[src/rtl/alu_serial_ctrl_if.sv]
// Handshake and operand/result bundle for the bit-serial ALU sequencer.
interface alu_serial_ctrl_if #(
    parameter int unsigned WIDTH = 32
);
    logic             start;
    logic             ready;
    logic [WIDTH-1:0] a;
    logic [WIDTH-1:0] b;
    logic [2:0]       ctrl;
    logic [WIDTH-1:0] result;
    logic             zero;
    logic             overflow;
    logic             done;

    // Requester side: issues operations, observes completion
    modport master (
        output start, a, b, ctrl,
        input  ready, result, zero, overflow, done
    );

    // ALU side: accepts operations, reports completion
    modport slave (
        input  start, a, b, ctrl,
        output ready, result, zero, overflow, done
    );
endinterface

[src/rtl/alu_serial_ctrl.sv]
// Bit-serial ALU sequencer: one bit per clock, LSB first, carry/borrow flop.
// Optional feature macro: ALU_SERIAL_LOGIC_BYPASS_EN evaluates logic codes
// in parallel and skips the serial RUN phase for them.
module alu_serial_ctrl #(
    parameter int unsigned WIDTH = 32
) (
    input  logic               clk,
    input  logic               rst_n,
    alu_serial_ctrl_if.slave   bus
);
    localparam int unsigned CNT_W = $clog2(WIDTH);

    localparam logic [1:0] S_IDLE = 2'b00;
    localparam logic [1:0] S_RUN  = 2'b01;
    localparam logic [1:0] S_DONE = 2'b10;

    localparam logic [2:0] OP_AND = 3'b000;
    localparam logic [2:0] OP_OR  = 3'b001;
    localparam logic [2:0] OP_ADD = 3'b010;
    localparam logic [2:0] OP_XOR = 3'b100;
    localparam logic [2:0] OP_NOR = 3'b101;
    localparam logic [2:0] OP_SUB = 3'b110;
    localparam logic [2:0] OP_SLT = 3'b111;

    // Single-bit logic function; unused code 011 yields 0
    function automatic logic logic_bit(input logic [2:0] op, input logic ai, input logic bi);
        case (op)
            OP_AND:  logic_bit = ai & bi;
            OP_OR:   logic_bit = ai | bi;
            OP_XOR:  logic_bit = ai ^ bi;
            OP_NOR:  logic_bit = ~(ai | bi);
            default: logic_bit = 1'b0;
        endcase
    endfunction

    logic [1:0]       state_q,  state_d;
    logic [CNT_W-1:0] cnt_q,    cnt_d;
    logic             carry_q,  carry_d;
    logic [WIDTH-1:0] a_sr_q,   a_sr_d;
    logic [WIDTH-1:0] b_sr_q,   b_sr_d;
    logic [WIDTH-1:0] res_sr_q, res_sr_d;
    logic [2:0]       ctrl_q,   ctrl_d;
    logic [WIDTH-1:0] result_q, result_d;
    logic             zero_q,   zero_d;
    logic             ovf_q,    ovf_d;
    logic             done_q,   done_d;
    logic             ready_q,  ready_d;

    logic             is_sub;
    logic             is_arith;
    logic             b_bit;
    logic             sum_bit;
    logic             carry_out;
    logic             res_bit;
    logic             msb_ovf;
    logic [WIDTH-1:0] res_shift;
    logic [WIDTH-1:0] fin_res;
`ifdef ALU_SERIAL_LOGIC_BYPASS_EN
    logic [WIDTH-1:0] par_res;
    logic             in_logic;
`endif

    // State register and datapath flops
    always_ff @(posedge clk or negedge rst_n) begin
        if (!rst_n) begin
            state_q  <= S_IDLE;
            cnt_q    <= '0;
            carry_q  <= 1'b0;
            a_sr_q   <= '0;
            b_sr_q   <= '0;
            res_sr_q <= '0;
            ctrl_q   <= '0;
            result_q <= '0;
            zero_q   <= 1'b0;
            ovf_q    <= 1'b0;
            done_q   <= 1'b0;
            ready_q  <= 1'b1;
        end else begin
            state_q  <= state_d;
            cnt_q    <= cnt_d;
            carry_q  <= carry_d;
            a_sr_q   <= a_sr_d;
            b_sr_q   <= b_sr_d;
            res_sr_q <= res_sr_d;
            ctrl_q   <= ctrl_d;
            result_q <= result_d;
            zero_q   <= zero_d;
            ovf_q    <= ovf_d;
            done_q   <= done_d;
            ready_q  <= ready_d;
        end
    end

    // Next-state, per-bit evaluation and output load
    always_comb begin
        state_d  = state_q;
        cnt_d    = cnt_q;
        carry_d  = carry_q;
        a_sr_d   = a_sr_q;
        b_sr_d   = b_sr_q;
        res_sr_d = res_sr_q;
        ctrl_d   = ctrl_q;
        result_d = result_q;
        zero_d   = zero_q;
        ovf_d    = ovf_q;
        done_d   = 1'b0;

        is_sub    = (ctrl_q == OP_SUB) || (ctrl_q == OP_SLT);
        is_arith  = is_sub || (ctrl_q == OP_ADD);
        b_bit     = b_sr_q[0] ^ is_sub;
        sum_bit   = a_sr_q[0] ^ b_bit ^ carry_q;
        carry_out = (a_sr_q[0] & b_bit) | (a_sr_q[0] & carry_q) | (b_bit & carry_q);
        res_bit   = is_arith ? sum_bit : logic_bit(ctrl_q, a_sr_q[0], b_sr_q[0]);
        res_shift = {res_bit, res_sr_q[WIDTH-1:1]};
        msb_ovf   = is_arith & (carry_q ^ carry_out);
        fin_res   = (ctrl_q == OP_SLT) ? WIDTH'(sum_bit ^ msb_ovf) : res_shift;

`ifdef ALU_SERIAL_LOGIC_BYPASS_EN
        for (int i = 0; i < int'(WIDTH); i++) begin
            par_res[i] = logic_bit(bus.ctrl, bus.a[i], bus.b[i]);
        end
        in_logic = !((bus.ctrl == OP_ADD) || (bus.ctrl == OP_SUB) || (bus.ctrl == OP_SLT));
`endif

        case (state_q)
            S_IDLE: begin
                if (bus.start) begin
                    a_sr_d   = bus.a;
                    b_sr_d   = bus.b;
                    ctrl_d   = bus.ctrl;
                    carry_d  = (bus.ctrl == OP_SUB) || (bus.ctrl == OP_SLT);
                    cnt_d    = '0;
                    res_sr_d = '0;
                    state_d  = S_RUN;
`ifdef ALU_SERIAL_LOGIC_BYPASS_EN
                    if (in_logic) begin
                        state_d  = S_DONE;
                        result_d = par_res;
                        zero_d   = (par_res == '0);
                        ovf_d    = 1'b0;
                        done_d   = 1'b1;
                    end
`endif
                end
            end
            S_RUN: begin
                a_sr_d   = {1'b0, a_sr_q[WIDTH-1:1]};
                b_sr_d   = {1'b0, b_sr_q[WIDTH-1:1]};
                res_sr_d = res_shift;
                carry_d  = carry_out;
                cnt_d    = cnt_q + CNT_W'(1);
                if (cnt_q == CNT_W'(WIDTH - 1)) begin
                    state_d  = S_DONE;
                    cnt_d    = '0;
                    carry_d  = 1'b0;
                    result_d = fin_res;
                    zero_d   = (fin_res == '0);
                    ovf_d    = (ctrl_q == OP_SLT) ? 1'b0 : msb_ovf;
                    done_d   = 1'b1;
                end
            end
            S_DONE: begin
                state_d = S_IDLE;
            end
            default: begin
                state_d = S_IDLE;
            end
        endcase

        ready_d = (state_d == S_IDLE);
    end

    assign bus.ready    = ready_q;
    assign bus.result   = result_q;
    assign bus.zero     = zero_q;
    assign bus.overflow = ovf_q;
    assign bus.done     = done_q;
endmodule

[src/flat_wrapper.sv]
// flat-port wrapper written by rule: the top's interface ports become plain ports
module alu_serial_ctrl_flat 
#(
    parameter int unsigned WIDTH = 32
)
  (clk, rst_n, bus_start, bus_a, bus_b, bus_ctrl, bus_ready, bus_result, bus_zero, bus_overflow, bus_done);
  alu_serial_ctrl_if #(.WIDTH(WIDTH)) bus_i ();
  input  logic clk;
  input  logic rst_n;
  input wire logic [$bits(bus_i.start)-1:0] bus_start;
  input wire logic [$bits(bus_i.a)-1:0] bus_a;
  input wire logic [$bits(bus_i.b)-1:0] bus_b;
  input wire logic [$bits(bus_i.ctrl)-1:0] bus_ctrl;
  output wire logic [$bits(bus_i.ready)-1:0] bus_ready;
  output wire logic [$bits(bus_i.result)-1:0] bus_result;
  output wire logic [$bits(bus_i.zero)-1:0] bus_zero;
  output wire logic [$bits(bus_i.overflow)-1:0] bus_overflow;
  output wire logic [$bits(bus_i.done)-1:0] bus_done;
  assign bus_i.start = bus_start;
  assign bus_i.a = bus_a;
  assign bus_i.b = bus_b;
  assign bus_i.ctrl = bus_ctrl;
  assign bus_ready = bus_i.ready;
  assign bus_result = bus_i.result;
  assign bus_zero = bus_i.zero;
  assign bus_overflow = bus_i.overflow;
  assign bus_done = bus_i.done;
  alu_serial_ctrl #(.WIDTH(WIDTH)) u_core (.clk(clk), .rst_n(rst_n), .bus(bus_i));
endmodule
[config.mk]
export PLATFORM = sky130hd
export DESIGN_NAME = alu_serial_ctrl_flat
export DESIGN_NICKNAME = d
export VERILOG_FILES = /design/src/rtl/alu_serial_ctrl_if.sv /design/src/rtl/alu_serial_ctrl.sv /design/src/flat_wrapper.sv
export SDC_FILE = /design/constraint.sdc
export NUM_CORES = 1
export LEC_CHECK = 0
export ABC_CLOCK_PERIOD_IN_PS = 1650
export CORE_MARGIN = 4
export CORE_UTILIZATION = 48
export DETAILED_ROUTE_END_ITERATION = 16
export PLACE_DENSITY = 0.86
export SYNTH_ARGS = -nofsm -noshare
export SYNTH_HDL_FRONTEND = slang
export SYNTH_SLANG_ARGS = --single-unit
[constraint.sdc]
create_clock -name clk -period 1.65 [get_ports clk]
set_input_delay 0.33 -clock clk [delete_from_list [all_inputs] [get_ports clk]]
set_output_delay 0.33 -clock clk [all_outputs]
set_load 0.03 [all_outputs]
Word-level counts from Yosys, hierarchy flattened
Cells that the tools add are included.
{"block": "totals", "regBits": 143, "in_bits": 70}
{"block": "classes", "add_sub_neg": 1, "n_eq_ne": 11, "mux": 21, "bitwise": 15, "n_reduce_logical": 11}
{"operator": "one-hot mux 32 bit (2 select lines)", "n": 3}
{"operator": "two-way mux 32 bit", "n": 4}
{"operator": "zero test 32 bit", "n": 1}
{"operator": "== test 3 bit, second input constant", "n": 6}
{"operator": "two-way mux 5 bit", "n": 2}
{"operator": "one-hot mux 5 bit (2 select lines)", "n": 1}
{"operator": "two-way mux 1 bit", "n": 6}
{"operator": "AND reduction 2 bit", "n": 3}
{"operator": "bitwise XOR 1 bit", "n": 6}
{"operator": "adder 5 x 1 -> 5 bit, second input constant", "n": 1}
{"operator": "AND 1 bit", "n": 5}
{"operator": "== test 5 bit, second input constant", "n": 1}
{"operator": "zero test 2 bit", "n": 2}
{"operator": "two-way mux 2 bit", "n": 2}
{"operator": "one-hot mux 1 bit (4 select lines)", "n": 1}
{"operator": "one-hot mux 2 bit (2 select lines)", "n": 1}
{"operator": "== test 3 x 1 -> 1 bit, second input constant", "n": 1}
{"operator": "== test 3 x 2 -> 1 bit, second input constant", "n": 1}
{"operator": "zero test 3 bit", "n": 1}
{"operator": "logical OR 1 bit", "n": 3}
{"operator": "OR 1 bit", "n": 3}
{"operator": "== test 2 x 1 -> 1 bit, second input constant", "n": 1}
{"operator": "!= test 2 bit, second input constant", "n": 1}
{"operator": "one-hot mux 1 bit (2 select lines)", "n": 1}
{"operator": "2 further kinds", "n": 2}

Longest topological paths before layout
Gate-level depths: netlist of the first run.
{"block": "logic_depth", "depth_word": 11, "depth_mapped": 8, "ltp_nobuf": 7}

Least setup slack after synthesis of the first run
Ideal clock, no wire load.
{"block": "synth_path", "path_kind": "register to register", "start": "register u_core.ctrl_q[2]", "end": "register u_core.zero_q, in the netlist u_core.bus.zero", "arrival_time_ns": 1.664, "setup_slack_ns": -0.134, "path_stages_with_launch": 8, "period_less_slack_ns": 1.784, "path_cell_list": "dfrtp_1 nand2_1 xnor2_1 fa_1 xnor2_1 xnor2_1 o31ai_1 a31o_1"}
{"block": "synth_via", "elab_chain_len": 11, "elab_cells_between_ends": 23, "classes_between": "eq/ne: 6; mux: 3; bitwise: 10; reduce/logical: 4"}
{"element": "start: declaration", "line_no": "alu_serial_ctrl.sv:42", "text": "logic [2:0] ctrl_q, ctrl_d;"}
{"element": "start signal: assignment", "line_no": "alu_serial_ctrl.sv:85", "text": "ctrl_q <= ctrl_d;"}
{"element": "== test 3 bit (on tied branches)", "line_no": "alu_serial_ctrl.sv:108, alu_serial_ctrl.sv:116"}
{"element": "logical OR 1 bit", "line_no": "alu_serial_ctrl.sv:108", "text": "is_sub = (ctrl_q == OP_SUB) || (ctrl_q == OP_SLT);"}
{"element": "bitwise XOR 1 bit", "line_no": "alu_serial_ctrl.sv:110", "text": "b_bit = b_sr_q[0] ^ is_sub;"}
{"element": "AND 1 bit", "line_no": "alu_serial_ctrl.sv:112", "text": "carry_out = (a_sr_q[0] & b_bit) | (a_sr_q[0] & carry_q) | (b_bit & carry_q);"}
{"element": "OR 1 bit (2 in a row)", "line_no": "alu_serial_ctrl.sv:112"}
{"element": "bitwise XOR 1 bit", "line_no": "alu_serial_ctrl.sv:115", "text": "msb_ovf = is_arith & (carry_q ^ carry_out);"}
{"element": "AND 1 bit", "line_no": "alu_serial_ctrl.sv:115"}
{"element": "bitwise XOR 1 bit", "line_no": "alu_serial_ctrl.sv:116", "text": "fin_res = (ctrl_q == OP_SLT) ? WIDTH'(sum_bit ^ msb_ovf) : res_shift;"}
{"element": "two-way mux 32 bit (*)", "line_no": "alu_serial_ctrl.sv:116"}
{"element": "zero test 32 bit (*)", "line_no": "alu_serial_ctrl.sv:157", "text": "zero_d = (fin_res == '0);"}
{"element": "end signal: assignment", "line_no": "alu_serial_ctrl.sv:87", "text": "zero_q <= zero_d;"}
{"element": "end: declaration", "line_no": "alu_serial_ctrl.sv:44", "text": "logic zero_q, zero_d;"}
Mark *: on every way between the ends. The rest lies on a longest branch, timed or not.
A chain may end at the register's enable or synchronous reset.

Worst setup path in the final report of the first run
{"block": "layout_path", "start": "register u_core.cnt_q[0]", "end": "register u_core.result_q[1], in the netlist u_core.bus.result[1]"}
{"block": "layout_via", "elab_chain_len": 2}
{"element": "start: declaration", "line_no": "alu_serial_ctrl.sv:37", "text": "logic [CNT_W-1:0] cnt_q, cnt_d;"}
{"element": "start signal: assignment", "line_no": "alu_serial_ctrl.sv:80", "text": "cnt_q <= cnt_d;"}
{"element": "== test 5 bit", "line_no": "alu_serial_ctrl.sv:152", "text": "if (cnt_q == CNT_W'(WIDTH - 1)) begin"}
{"element": "AND reduction 2 bit (no source line)"}
{"element": "end signal: assignment", "line_no": "alu_serial_ctrl.sv:86", "text": "result_q <= result_d;"}
{"element": "end: declaration", "line_no": "alu_serial_ctrl.sv:43", "text": "logic [WIDTH-1:0] result_q, result_d;"}
No other way between the ends.

==> summary.md, run 1 <==
| Metric | Value |
|---|---|
| Dpl hpwl | between 9000 and 10000 um |
| Post-synth EDFFs | 0 |
| Vias in the first global route | 4612 |
| Antenna-violating nets left | 0 |
| Io pins | approximately 110 |
| Synth Area per Inst | about 12 sq um |
| Site Rows | 40 |
| DRC Markers | 0 |
| Critical Path Start | u_core.cnt_q[0]$_DFFE_PN0P_ |
| Area grow syn2layout | 36.5% |
| R2R Path Start | u_core.cnt_q[0]$_DFFE_PN0P_ |
| Most area-consuming cells after synthesis | dfrtp_1 59%, mux2i_1 11%, a22o_1 9.0% |
| Hold Path Class | input pin to async pin |
| Clock Latency Late Sink | ~0.42 ns |
| DR vias/cell | roughly 5.4 |
| Fin crit share | 1.05 |
| Slowest CP cell | dfrtp_1 |
| Crit path time final | ~1.7 ns |
| R2R setup slack | -0.09 ns |
| Top-area cell type share of the netlist area | 0.586 |
| RSZ-0062 raised after global routing | yes |
| Max-Cap Viols | 0 |
| Worst R2R Path Depth | 7 |
| VDD IR-drop max | between 0.8 and 0.9 mV |
| Area leader, netlist | dfrtp_1 |
| Syn Std Cell Area | 0.00602 sq mm |
| Max Clock Skew | roughly 0.0071 ns |
| Gpl congestion | slightly below 0.8 |
| Drt total wl | about 13000 um |
| Failing checks | negative setup slack |
| Most common cell in the netlist | dfrtp_1 |
| Worst stage delay on the critical path | around 0.37 ns |
| Largest net degree at the start of global routing | 49 |
| Max-slew violations | 0 |
| Sink Count | ~140 |
| Total grt overflow | 0 |
| Max Freq | between 500 and 600 MHz |
| Initial antenna violation count | 0 |
| Max_slew headroom | 0.702 |
| Buffers on Ports | approximately 110 |
| Longest Clk Path Bufs | 2 |
| Critical Path End Type | flip-flop |
| CP Capture Point | u_core.bus.result[1]$_DFFE_PN0P_ |
| H-tree levels | 4 |
| Cts bufs inserted | 17 |
| Root buf cell | clkbuf_16 |
| Routed via count | between 4000 and 5000 |
| Die height | 120 um |
| Fill cells | roughly 900 |
| DIE AREA | around 0.014 sq mm |
| Hold Vio Cnt, Final | 0 |
| CP startpoint kind | flip-flop |
| Initial Utilization | 0.495 |
| First-pass GRT wire length | 23000 um |
| Gate Count Post-Synth | just over 500 |
| Worst Path Arrival | a little over 2 ns |
| DR iter-0 viols | around 260 |
| Yosys Warn Count | 0 |
| Worst EP required | slightly below 2 ns |
| Critical-path cell list | ha_2 > and3_4 > ha_4 > nand3b_1 > buf_6 > bufbuf_16 > a22o_1 |
| Total GRT Usage | 0.201 |
| Post-route setup TNS | -1.70 ns |
| Crit path kind | flip-flop to flip-flop |
| Top_reg_cell synth | dfrtp_1 |
| Syn nets | slightly below 600 |
| Fraction of layout cells with a size suffix above 1 | 0.136 |
| Drt wl/cell | 16.5 um |
| Number of synthesized register bits | ~140 |
| P_leak | about 4.2 nW |
| Antenna diodes | 0 |
| Crit path max fanout | 10 |
| Nets | just over 700 |
| Setup violations, final | 29 |
| Post-synth top cells | 141 x dfrtp_1, 73 x nand2_1, 65 x mux2i_1 |
| CTS tree | done |
| PwrDens | approximately 1800 mW/mm^2 |
| Clock transition at path regs | about 0.060 ns |
| FF-to-FF End | u_core.bus.result[1]$_DFFE_PN0P_ |
| Fin util | 0.676 |
| Yosys cell types | 33 |
| Register area share after synthesis | 0.590 |
| Outcome | finished with violations |
| Slew @ Worst Pin | between 0.4 and 0.5 ns |
| Ys async rst share | 1.00 |
| Chip width | around 120 um |
| Core area | 0.0122 sq mm |
| Detailed Routing Iterations Pass 1 | 4 |
| Setup WS post-layout | -0.0901 ns |
==> through the flow <==
step	hold WS, ns	power, mW	area (sq um)	std cells	worst slack [ns]
after floorplan	0.0344	9.06	6080	511	-0.0129
after global placement	0.293	10.6	7480	776	-0.0456
after detailed placement	0.293	10.9	7480	776	-0.119
after CTS	0.432	14.9	8180	814	-0.0772
after global routing	0.464	16.0	8220	815	-0.174
final	0.437	15.0	8220	815	-0.0901
==> metal layers <==
metal  wire length, um  part of all wire  GRT usage  vias to the layer above
met5                 0                 0          0                        -
met4               335             0.025     0.0787                        0
li1                  -                 -          -                     2085
met2              6560              0.49      0.320                      129
met3               761             0.056     0.0636                       33
met1              5810              0.43      0.256                     2177
==> kinds of logic after synthesis <==
group / Yosys count / synth area share
compound gates: 143 / 0.161
xor+xnor: 3 / 0.00436
fa+ha+maj: 5 / 0.0116
buf+inv: 44 / 0.0401
flops: 142 / 0.590
mux: 68 / 0.114
simple gates: 106 / 0.0787
==> state kept, by name, indices dropped and copies added, names as in the netlist <==
register             cells
u_core.a_sr_q           32
u_core.b_sr_q           32
u_core.bus.result       32
u_core.res_sr_q         31
u_core.cnt_q             5
u_core.ctrl_q            3
u_core.state_q           2
u_core.bus.done          1
u_core.bus.overflow      1
u_core.bus.ready         1
u_core.bus.zero          1
u_core.carry_q           1
==> worst min path at each step <==
| stage | to | start | slack, ns | depth (start not counted) |
|---|---|---|---|---|
| 2_1_floorplan | u_core.a_sr_q[0]$_DFFE_PN0P_ | rst_n | 0.03 | 0 |
| 3_3_place_gp | u_core.bus.done$_DFF_PN0_ | rst_n | 0.29 | 1 |
| 3_5_place_dp | u_core.bus.result[25]$_DFFE_PN0P_ | rst_n | 0.29 | 1 |
| 4_1_cts | u_core.cnt_q[4]$_DFFE_PN0P_ | rst_n | 0.43 | 2 |
| 5_1_grt | u_core.res_sr_q[26]$_DFFE_PN0P_ | rst_n | 0.46 | 2 |
| 6_report | u_core.bus.result[29]$_DFFE_PN0P_ | rst_n | 0.44 | 2 |
==> cell type report <==
type,count,area (sq um),area share
sequential,142,3550,0.432
multi-input combinational,325,2320,0.283
timing repair buffer,141,1470,0.178
clock buffer,24,512,0.0622
tap,168,210,0.0256
clock inverter,8,128,0.0155
inverter,7,26.3,0.00320
==> power by group <==
| group | internal [mW] | leakage, nW | switching (mW) | total [mW] |
|---|---|---|---|---|
| Sequential | 4.87 | 1.85 | 1.04 | 5.91 |
| Combinational | 2.52 | 2.01 | 2.54 | 5.06 |
| Clock | 2.62 | 0.309 | 1.42 | 4.04 |
| Total | 10.0 | 4.16 | 5.00 | 15.0 |
==> what timing repair did <==
item / in CTS / in global routing
gates cloned: 2 / 0
hold buffers: 1 / 0
pin swaps: 2 / 9
setup endpoints to repair: 70 / 35
setup buffers: 3 / 1
endpoints found under the hold margin: 45 / 0
resized for setup: 42 / 10
==> worst max-delay path: cells and delay by family, from the launching register on <==
kind / cells / cell delay (ns)
buf+inv: 2 / 0.44
flops: 1 / 0.37
simple gates: 2 / 0.28
compound gates: 1 / 0.22
fa+ha+maj: 2 / 0.31
==> layout by cell type (no fill, tap or decap), types with 2 or more instances in the layout <==
master	n
dfrtp_1	141
mux2i_1	65
nand2_1	72
nor3_1	3
dlygate4sd2_1	35
nand3_1	3
xnor2_2	2
clkbuf_16	17
inv_1	6
a22o_1	62
nor4_1	7
o21ai_1	66
a31o_1	2
ha_2	2
buf_6	3
o21ai_0	4
clkdlybuf4s50_1	68
clkbuf_8	6
nor2b_1	7
a21oi_1	3
buf_12	11
bufinv_16	3
nor2b_4	2
mux2_2	3
nand3b_1	3
clkinv_4	2
clkinvlp_4	2
nor2_1	2
buf_4	20
No activity file was read; power rests on OpenSTA's default activity.
==> inputs of run 2 (changes only) <==
--- a/config.mk
+++ b/config.mk
@@ -6,7 +6,6 @@
 export NUM_CORES = 1
 export LEC_CHECK = 0
 export ABC_CLOCK_PERIOD_IN_PS = 1650
-export CORE_MARGIN = 4
 export CORE_UTILIZATION = 48
 export DETAILED_ROUTE_END_ITERATION = 16
 export PLACE_DENSITY = 0.86
==> run 2 against run 1 <==
Against the previous run: the run still ends with negative setup slack left; worst setup slack got worse by 0.053 ns; cell area increased by 0.78%; largest power group unchanged; largest cell class unchanged; total power decreased by 1.3%; wire length increased by 2.8%; highest routed layer unchanged; hold slack improved by 0.0094 ns; combinational power increased by 4%; utilization increased by 0.81 points; clock-buffer cell count decreased by 3; flip-flop and latch count unchanged; via count increased by 1.4%; clock skew about the same; sequential share of layout area decreased by 0.33 points.
==> summary.md, run 2 (synthesized netlist as in run 1, its figures left out) <==
| Metric | Value |
|---|---|
| DR vias/cell | 5.44 (+0.27%) |
| Hold Vio Cnt, Final | 0 (unchanged) |
| CP startpoint kind | flip-flop |
| Final Power | 14.8 mW (-1.3%) |
| Core area | 0.0121 sq mm (-0.41%) |
| Gpl congestion | 0.793 (+1.8%) |
| VDD IR-drop max | 0.950 mV (+14%) |
| Highest-count cells in the layout ignoring fill and taps | 141 x dfrtp_1, 72 x nand2_1, 68 x clkdlybuf4s50_1 |
| Total GRT Usage | 0.229 (+0.0283) |
| Fraction of layout cells with a size suffix above 1 | 0.149 (+0.0134) |
| Slew @ Worst Pin | 0.507 ns (+0.0600 ns) |
| Pre-CTS setup slack | -0.104 ns (+0.0153 ns) |
| Routed via count | 4485 (+1.4%) |
| Max Freq | 558 MHz (-3.0%) |
| Clock Latency Late Sink | 0.41 ns (about the same) |
| Crit path time final | 1.79 ns (+0.0529 ns) |
| Sink Count | 142 (unchanged) |
| Clock transition at path regs | 0.06 ns (about the same) |
| Critical Path End Type | flip-flop |
| Initial antenna violation count | 0 (unchanged) |
| Drt total wl | 13800 um (+2.8%) |
| Worst R2R Path Depth | 9 (+2) |
| Worst Path Arrival | 2.09 ns (+0.05 ns) |
| Worst EP required | 1.95 ns (about the same) |
| Fill cells | 869 (-3.6%) |
| H-tree levels | 4 (unchanged) |
| Vias in the first global route | 4643 (+0.67%) |
| Initial Utilization | 0.497 (+0.00205) |
| Storage cell area | 0.00355 sq mm (unchanged) |
| Buffers on Ports | 105 (unchanged) |
| Site Rows | 40 (unchanged) |
| Antenna-violating nets left | 0 (unchanged) |
| Placed cell count | 783 (+0.90%) |
| Hold Path Class | input pin to async pin |
| Nets | 720 (+1.6%) |
| Min Hold Slack | 0.446 ns (+0.00944 ns) |
| Largest net degree at the start of global routing | 51 (+4.1%) |
| DR iter-0 viols | 179 (-32%) |
| Antenna diodes | 0 (unchanged) |
| CTS tree | done |
| Max-slew violations | 0 (unchanged) |
| Crit path kind | flip-flop to flip-flop |
| Total grt overflow | 0 (unchanged) |
| Max Clock Skew | 0.00720 ns (+0.0000945 ns) |
| RSZ-0062 raised after global routing | yes |
| Multi-input gate area | 0.00233 sq mm (about the same) |
| Fin util | 0.684 (+0.00806) |
| First-pass GRT wire length | 22700 um (-1.2%) |
| Outcome | finished with violations |
| Detailed Routing Iterations Pass 1 | 4 (unchanged) |
| DIE AREA | 0.0130 sq mm (-9.7%) |
| PwrDens | 1790 mW/mm^2 (-2.1%) |
| Failing checks | negative setup slack |
| Max_slew headroom | 0.662 (-0.0400) |
| Cts bufs inserted | 17 (unchanged) |
| Setup WS post-layout | -0.143 ns (-0.0529 ns) |
| Finished Layout Cells | 824 (+1.1%) |
| Dpl hpwl | 8870 um (-2.2%) |
| Root buf cell | clkbuf_16 |
| Io pins | 106 (unchanged) |
| Fin crit share | 1.09 (+0.0321) |
| Drt wl/cell | 16.8 um (+1.7%) |
| Most common cell after layout, fill and taps aside | dfrtp_1 |
| Area grow syn2layout | 37.6% |
| Crit path max fanout | 5 (-5) |
| Chip width | 114 um (-5.0%) |
| Die height | 114 um (-5.0%) |
| DRC Markers | 0 (unchanged) |
| P_leak | 4.21 nW (+1.1%) |
| Longest Clk Path Bufs | 2 (unchanged) |
| Setup violations, final | 32 (+10%) |
| Max-Cap Viols | 0 (unchanged) |
## run 2: path summary, 6_finish.rpt
kind	from	endpoint	slack, ns
worst min-delay path	rst_n	u_core.bus.result[29]$_DFFE_PN0P_	0.45
worst max-delay path	u_core.cnt_q[0]$_DFFE_PN0P_	u_core.bus.result[6]$_DFFE_PN0P_	-0.14
worst max register to register	u_core.cnt_q[0]$_DFFE_PN0P_	u_core.bus.result[6]$_DFFE_PN0P_	-0.14
worst min register to register	u_core.b_sr_q[30]$_DFFE_PN0P_	u_core.b_sr_q[30]$_DFFE_PN0P_	0.48
min in group clk	u_core.b_sr_q[30]$_DFFE_PN0P_	u_core.b_sr_q[30]$_DFFE_PN0P_	0.48
max in group asynchronous	rst_n	u_core.a_sr_q[19]$_DFFE_PN0P_	0.64
## run 2: area by class of cell
class                           count  share of cell area
Sequential cell                   142               0.429
Multi-Input combinational cell    325               0.281
Timing Repair Buffer              152               0.194
Clock buffer                       21              0.0580
Tap cell                          168              0.0254
Clock inverter                      9              0.0101
Inverter                            7             0.00317
## run 2: worst max-delay path: stages, from the launching register on
cell      delay [ns]
dfrtp_1         0.40
ha_2            0.20
and3_4          0.18
ha_4            0.15
nand3b_1        0.12
buf_6           0.15
nor2b_4         0.05
buf_4           0.13
buf_6           0.12
a22o_1          0.18
## run 2: metrics by stage
| step | instance area, sq um | setup TNS, ns |
|---|---|---|
| 6_report | 8290 | -2.79 |
| 3_3_place_gp | 7590 | -0.794 |
| 4_1_cts | 8240 | -2.06 |
| 2_1_floorplan | 6080 | -0.0129 |
| 3_5_place_dp | 7590 | -4.53 |
| 5_1_grt | 8290 | -5.41 |
## run 2: routing by layer
layer | wire, um | global-route usage
met5 | 0 | 0
met3 | 855 | 0.0648
met2 | 7320 | 0.406
met1 | 5530 | 0.262
met4 | 142 | 0.0874
## run 2: timing repair
action	4_1_cts	5_1_grt
buffers inserted	4	5
cloned	2	0
resized for setup	47	6
hold endpoints to repair	44	0
endpoints found under the setup margin	70	86
pin swaps	5	6
hold buffers	1	0
## run 2: report_power, final
| group | total (mW) | switching (mW) | internal (mW) |
|---|---|---|---|
| combinational | 5.25 | 2.60 | 2.65 |
| clock | 3.62 | 1.40 | 2.22 |
| sequential | 5.95 | 1.08 | 4.87 |
| total | 14.8 | 5.08 | 9.74 |
